`config.mk`:
```
export PLATFORM = sky130hd
export DESIGN_NAME = apb_slave_mem
export DESIGN_NICKNAME = d
export VERILOG_FILES = /design/src/rtl/apb_pkg.sv /design/src/rtl/apb_slave_regfile.sv /design/src/rtl/apb_slave_mem.sv
export SDC_FILE = /design/constraint.sdc
export NUM_CORES = 1
export LEC_CHECK = 0
export ABC_CLOCK_PERIOD_IN_PS = 6400
export BUFFER_PORTS_ARGS = -buffer_cell sky130_fd_sc_hd__buf_2
export CAP_MARGIN = 20
export CORE_AREA = 2 2 238 240
export DETAILED_ROUTE_END_ITERATION = 6
export DIE_AREA = 0 0 240 242
export GPL_ROUTABILITY_DRIVEN = 0
export GPL_TIMING_DRIVEN = 0
export SETUP_SLACK_MARGIN = 0.4
export SLEW_MARGIN = 0
export SYNTH_ARGS = -nofsm -noshare
export SYNTH_HDL_FRONTEND = slang
export SYNTH_HIERARCHICAL = 1
export SYNTH_SLANG_ARGS = --single-unit
```
`constraint.sdc`:
```
create_clock -name pclk -period 6.4 [get_ports pclk]
set_clock_uncertainty 0.05 [all_clocks]
set_input_delay 0.64 -clock pclk [delete_from_list [all_inputs] [get_ports pclk]]
set_output_delay 0.64 -clock pclk [all_outputs]
set_load 0.005 [all_outputs]
```
`src/rtl/apb_pkg.sv`:
```
// rtl/apb_pkg.sv - shared types and constants for the APB completer
package apb_pkg;

    typedef enum logic {
        IDLE   = 1'b0,
        ACCESS = 1'b1
    } apb_slv_state_e;

    localparam int APB_ADDR_W   = 32;
    localparam int APB_DATA_W   = 32;
    localparam int APB_WORD_LSB = 2;

endpackage

```
`src/rtl/apb_slave_regfile.sv`:
```
// rtl/apb_slave_regfile.sv - flop-array word memory, one write port, one async read port
module apb_slave_regfile #(
    parameter int DEPTH  = 16,
    parameter int DATA_W = 32,
    parameter int IDX_W  = 4
) (
    input  logic              clk,
    input  logic              reset,
    input  logic              we,
    input  logic [IDX_W-1:0]  widx,
    input  logic [DATA_W-1:0] wdata,
    input  logic [IDX_W-1:0]  ridx,
    output logic [DATA_W-1:0] rdata
);

    logic [DATA_W-1:0] mem [DEPTH];

    always_ff @(posedge clk) begin
        if (reset) begin
            for (int i = 0; i < DEPTH; i++) begin
                mem[i] <= '0;
            end
        end else if (we && (int'(widx) < DEPTH)) begin
            mem[widx] <= wdata;
        end
    end

    // Guard against non-power-of-two DEPTH leaving unreachable index codes.
    always_comb begin
        rdata = '0;
        if (int'(ridx) < DEPTH) begin
            rdata = mem[ridx];
        end
    end

endmodule

```
`src/rtl/apb_slave_mem.sv`:
```
// rtl/apb_slave_mem.sv - APB3 completer with word memory, wait states and range error
module apb_slave_mem
    import apb_pkg::*;
#(
    parameter int DEPTH       = 16,
    parameter int WAIT_STATES = 0,
    parameter int ADDR_W      = APB_ADDR_W,
    parameter int DATA_W      = APB_DATA_W
) (
    input  logic              pclk,
    input  logic              reset,
    input  logic              psel,
    input  logic              penable,
    input  logic              pwrite,
    input  logic [ADDR_W-1:0] paddr,
    input  logic [DATA_W-1:0] pwdata,
    output logic              pready,
    output logic [DATA_W-1:0] prdata,
    output logic              pslverr
);

    localparam int IDX_W = (DEPTH > 1) ? $clog2(DEPTH) : 1;
    localparam logic [ADDR_W:0] ADDR_LIMIT = (ADDR_W + 1)'(DEPTH * 4);

    apb_slv_state_e    state_q, state_d;
    logic [3:0]        wcnt_q, wcnt_d;
    logic [IDX_W-1:0]  idx_q;
    logic              write_q;
    logic              range_err_q;
    logic [DATA_W-1:0] wdata_q;
    logic [DATA_W-1:0] rdata;
    logic              setup;
    logic              we;

    assign setup = psel && !penable;

    always_comb begin
        state_d = state_q;
        wcnt_d  = wcnt_q;
        we      = 1'b0;
        unique case (state_q)
            IDLE: begin
                if (setup) begin
                    state_d = ACCESS;
                    wcnt_d  = 4'(WAIT_STATES);
                end
            end
            ACCESS: begin
                // A dropped psel abandons the transfer without any side effect.
                if (!psel) begin
                    state_d = IDLE;
                end else if (wcnt_q != 4'd0) begin
                    wcnt_d = wcnt_q - 4'd1;
                end else begin
                    we      = write_q && !range_err_q;
                    state_d = IDLE;
                end
            end
            default: state_d = IDLE;
        endcase
    end

    always_ff @(posedge pclk) begin
        if (reset) begin
            state_q     <= IDLE;
            wcnt_q      <= 4'd0;
            idx_q       <= '0;
            write_q     <= 1'b0;
            range_err_q <= 1'b0;
            wdata_q     <= '0;
        end else begin
            state_q <= state_d;
            wcnt_q  <= wcnt_d;
            if (state_q == IDLE && setup) begin
                idx_q       <= paddr[APB_WORD_LSB +: IDX_W];
                write_q     <= pwrite;
                range_err_q <= ({1'b0, paddr} >= ADDR_LIMIT);
                wdata_q     <= pwdata;
            end
        end
    end

    apb_slave_regfile #(
        .DEPTH  (DEPTH),
        .DATA_W (DATA_W),
        .IDX_W  (IDX_W)
    ) u_regfile (
        .clk   (pclk),
        .reset (reset),
        .we    (we),
        .widx  (idx_q),
        .wdata (wdata_q),
        .ridx  (idx_q),
        .rdata (rdata)
    );

    assign pready  = (state_q == ACCESS) && (wcnt_q == 4'd0);
    assign pslverr = pready && range_err_q;
    assign prdata  = (pready && !write_q && !range_err_q) ? rdata : '0;

endmodule

```
==> impl_summary.md <==
Worst setup path
For the worst flop-to-flop path, the logic depth is 8. The largest fanout on the critical path is 10. Among all stages on the critical path, the largest delay is contributed by sky130_fd_sc_hd__clkbuf_1.

The critical path goes through clkbuf_1 -> buf_2 -> mux4_2 -> a22oi_1 -> nand2_1 -> and2_1 -> buf_2. The terminus of the critical flop-to-flop path is u_regfile/mem[4][1]. The worst endpoint data arrival time is 3.43 ns. The highest cell delay on the worst timing path is 0.76 ns.

For the worst setup path, the data required time is 5.71 ns. STA classifies the critical path endpoint as an output pin. The critical path's most frequent cell is sky130_fd_sc_hd__buf_2. The nature of the critical path startpoint is a register. The setup path with the least slack is of type reg2out. The setup slack on the worst flop-to-flop path is 2.64 ns. The launching point of the worst reg2reg path is wcnt_q[0].

GRT
The via count of the first global-routing pass is 14,800. After global routing the overflow that remains totals 0. The number of antenna violations at the first check in global routing is 0. The overall routing resource usage is 22.9%.

The first-pass GRT wire length is 95,900 um. Entering global routing, the biggest net connects 33 pins.

Synthesis
The sequential-to-total area share from yosys stat is between 60% and 70%. In the synthesized netlist, the cells that appear most often are 514 x sky130_fd_sc_hd__and2_1, 512 x sky130_fd_sc_hd__edfxtp_1, 128 x sky130_fd_sc_hd__mux4_2, 107 x sky130_fd_sc_hd__nand2_1, 103 x sky130_fd_sc_hd__clkbuf_1. Yosys mapped a number of flops with a built-in enable equal to 512. The cell area that synthesis handed to floorplanning was between 20,000 and 25,000 um^2. The fraction of registers with async set or reset after synthesis is 0%. By area the synthesized netlist is led by sky130_fd_sc_hd__edfxtp_1 62%, sky130_fd_sc_hd__and2_1 13%, sky130_fd_sc_hd__mux4_2 12%. By instance count, the leading cell after synthesis is sky130_fd_sc_hd__and2_1. The top-area cell type share of the netlist area is between 60% and 70%. The dominant register cell in the synthesized netlist is sky130_fd_sc_hd__edfxtp_1. The Yosys step of the flow raised 6 warnings. The largest total area in the synthesized netlist belongs to sky130_fd_sc_hd__edfxtp_1.

The post-synthesis sequential element count is between 500 and 600. The cell count after synthesis is 1,658. The post-synthesis average cell area is 14.9 um^2. After synthesis, the netlist uses 39 different library cells. The net count after synthesis is 1,728.

Timing
The slew at the pin closest to its max-slew limit is 1.15 ns. The final count of hold timing violations is 0. In the finished design, the share of the clock period the worst path needs comes to 64.4%. The final period demand of the worst path is 4.12 ns. The final number of setup-violating endpoints is 0. Setup repair after global routing left no endpoint under its margin. The highest achievable clock rate is 242 MHz. The worst pin sits at a relative slew slack of 23.2%.

The total count of max-transition violations in the final report came to 0. Setup total negative slack on the finished layout was measured at 0 ns.

Min path
The worst hold path terminates at wdata_q[14]. Counting instances, the worst hold path has a depth of 3. The start point of the worst min-delay path is pwdata[14]. The path class of the tightest hold or removal check is in2reg.

Floorplanning
The die covers 58,100 um^2. The initial utilization of the core area, before any placement, comes to 44.5%. 103 I/O pins were placed.

The vertical die dimension is 242 um. In this run the standard cell core region covers 55,700 um^2. The standard-cell row count is 87.

The floorplan step set the die width to 240 um.

Layout
In the final layout, flip-flops and latches occupy 16,200 um^2. The number of fill cells is 4,859. The filler-free cell count of the finished design is around 2,600.

In the final layout, the share of cells above drive strength 1 is 21.8%. The net count reported at finish is 1,896. The final non-filler cell area is 28,200 um^2.

In the final layout, the multi-input gates occupy 7950 um^2. At the end of the flow the core is filled with cells to between 50% and 60%. The synthesis-to-finish area growth is 13.8%.

Clock network
The number of setup buffers added after CTS is 0. In this run, post-CTS repair resized a total of 0 instances. The H-tree was split into 2 levels. In this run the clock root is driven by a sky130_fd_sc_hd__clkbuf_16. Buffers inserted to repair hold after CTS numbered 0. The clock-pin slew on the worst setup and hold paths is 0.06 ns.

The number of clock buffers added by TritonCTS is 59. For the worst-skew pair, the clock arrives at the later sink with an insertion delay of 0.62 ns. The total clock sinks is ~560. In this run the deepest clock path goes through 3 buffers. The TritonCTS clock tree is yes.

Routing
The average wire per standard cell is 25.0 um. The total via count in the routed design is 14,500. The detail-routed via count per cell is approximately 5.5. In this run, the number of DRC markers left after iteration 0 of detailed routing was about 1,400. The number of routed nets with antenna violations is 0. The overall routed net length is 65,800 um. After detailed routing, the number of remaining DRC violations is 0. The first detailed-routing pass took 5 iterations.

Placed design
The area after detailed placement is between 20,000 and 30,000 um^2. The total placed cells including tap cells is approximately 2,500. Buffers placed on the I/O ports in this run total 100. The half-perimeter wire length after placement is 42,500 um.

Power
After layout, the design draws a total of 0.00784 W. Power spread over the standard cell area amounts to 278 nW/um^2. The leakage component of the power is around 10 nW. Across the VDD grid, the largest voltage drop is 0.208 mV.

Flow run
Max-cap violations in this run came to 0.

Status
The run finished with clean final reports.
stage by stage:
stage	hold WS, ns	setup WS [ns]
after floorplan	0.402	3.66
after global placement	0.418	2.53
after detailed placement	0.423	2.36
after CTS	0.173	2.26
after global routing	0.188	2.13
final	0.205	2.28
critical path, delay by kind of cell (launching register included):
kind / cells / cell delay, ns
flops: 1 / 0.55
buf+inv: 3 / 1.40
mux: 1 / 0.38
simple gates: 2 / 0.23
compound gates: 1 / 0.24
kinds of logic after synthesis:
logic type	share of synthesized area, %
muxes	11.7
and+or+nand+nor	17.5
AOI/OAI and AO/OA	2.83
buffers and inverters	2.40
adders and majority gates	0.0505
DFF	65.5
layout make-up:
type,count,area share [%]
Tap cell,756,3.35
Antenna cell,1,0.00887
Clock buffer,91,6.02
Sequential cell,555,57.6
Multi-Input combinational cell,957,28.2
Clock inverter,20,0.506
Buffer,142,2.06
Timing Repair Buffer,107,2.25
Inverter,4,0.0532
worst max-delay path by stage:
stage | end | start
final | prdata[22] | idx_q[1]
after global routing | prdata[30] | idx_q[1]
after CTS | prdata[30] | idx_q[1]
after detailed placement | u_regfile/mem[12][20] | wcnt_q[0]
after global placement | u_regfile/mem[12][17] | wcnt_q[0]
after floorplan | u_regfile/mem[0][0] | wcnt_q[0]
flip-flops by register name (all words and copies together) (netlist names):
signal         cells
wcnt_q             4
state_q            1
wdata_q           32
range_err_q        1
idx_q              4
u_regfile/mem    512
write_q            1
cells in the final DEF (no fill, tap or decap), types with 4 or more instances in the layout:
| cell type | synthesis | layout |
|---|---|---|
| sky130_fd_sc_hd__a21oi_1 | 39 | 39 |
| sky130_fd_sc_hd__a22oi_1 | 64 | 64 |
| sky130_fd_sc_hd__and2_1 | 514 | 514 |
| sky130_fd_sc_hd__and2_2 | 32 | 32 |
| sky130_fd_sc_hd__buf_1 | 7 | 7 |
| sky130_fd_sc_hd__buf_12 | 0 | 5 |
| sky130_fd_sc_hd__buf_2 | 20 | 120 |
| sky130_fd_sc_hd__buf_4 | 3 | 4 |
| sky130_fd_sc_hd__clkbuf_1 | 103 | 126 |
| sky130_fd_sc_hd__clkbuf_16 | 0 | 60 |
| sky130_fd_sc_hd__clkbuf_2 | 9 | 9 |
| sky130_fd_sc_hd__clkbuf_8 | 0 | 8 |
| sky130_fd_sc_hd__clkinv_1 | 0 | 5 |
| sky130_fd_sc_hd__clkinv_2 | 0 | 10 |
| sky130_fd_sc_hd__dfxtp_1 | 43 | 43 |
| sky130_fd_sc_hd__edfxtp_1 | 512 | 512 |
| sky130_fd_sc_hd__inv_1 | 4 | 4 |
| sky130_fd_sc_hd__mux4_2 | 128 | 128 |
| sky130_fd_sc_hd__nand2_1 | 107 | 107 |
| sky130_fd_sc_hd__nor2_1 | 11 | 11 |
| sky130_fd_sc_hd__nor4_1 | 8 | 8 |
| sky130_fd_sc_hd__or2_2 | 16 | 16 |
power by group:
| part | switching (W) | internal (W) |
|---|---|---|
| registers | 0.0000545 | 0.00407 |
| clock network | 0.00140 | 0.00186 |
| logic | 0.000280 | 0.000169 |
routing by layer:
| layer | part of all wire, % | GRT usage [%] | vias to the layer above | wire length, um |
|---|---|---|---|---|
| met3 | 7.2 | 3.83 | 87 | 4750 |
| met2 | 48 | 38.0 | 538 | 31900 |
| met1 | 42 | 31.3 | 7438 | 27900 |
| li1 | - | - | 6391 | - |
| met5 | 0 | 0 | - | 0 |
| met4 | 2.0 | 6.19 | 0 | 1290 |
Note: power is estimated with default switching activity, not from simulation.
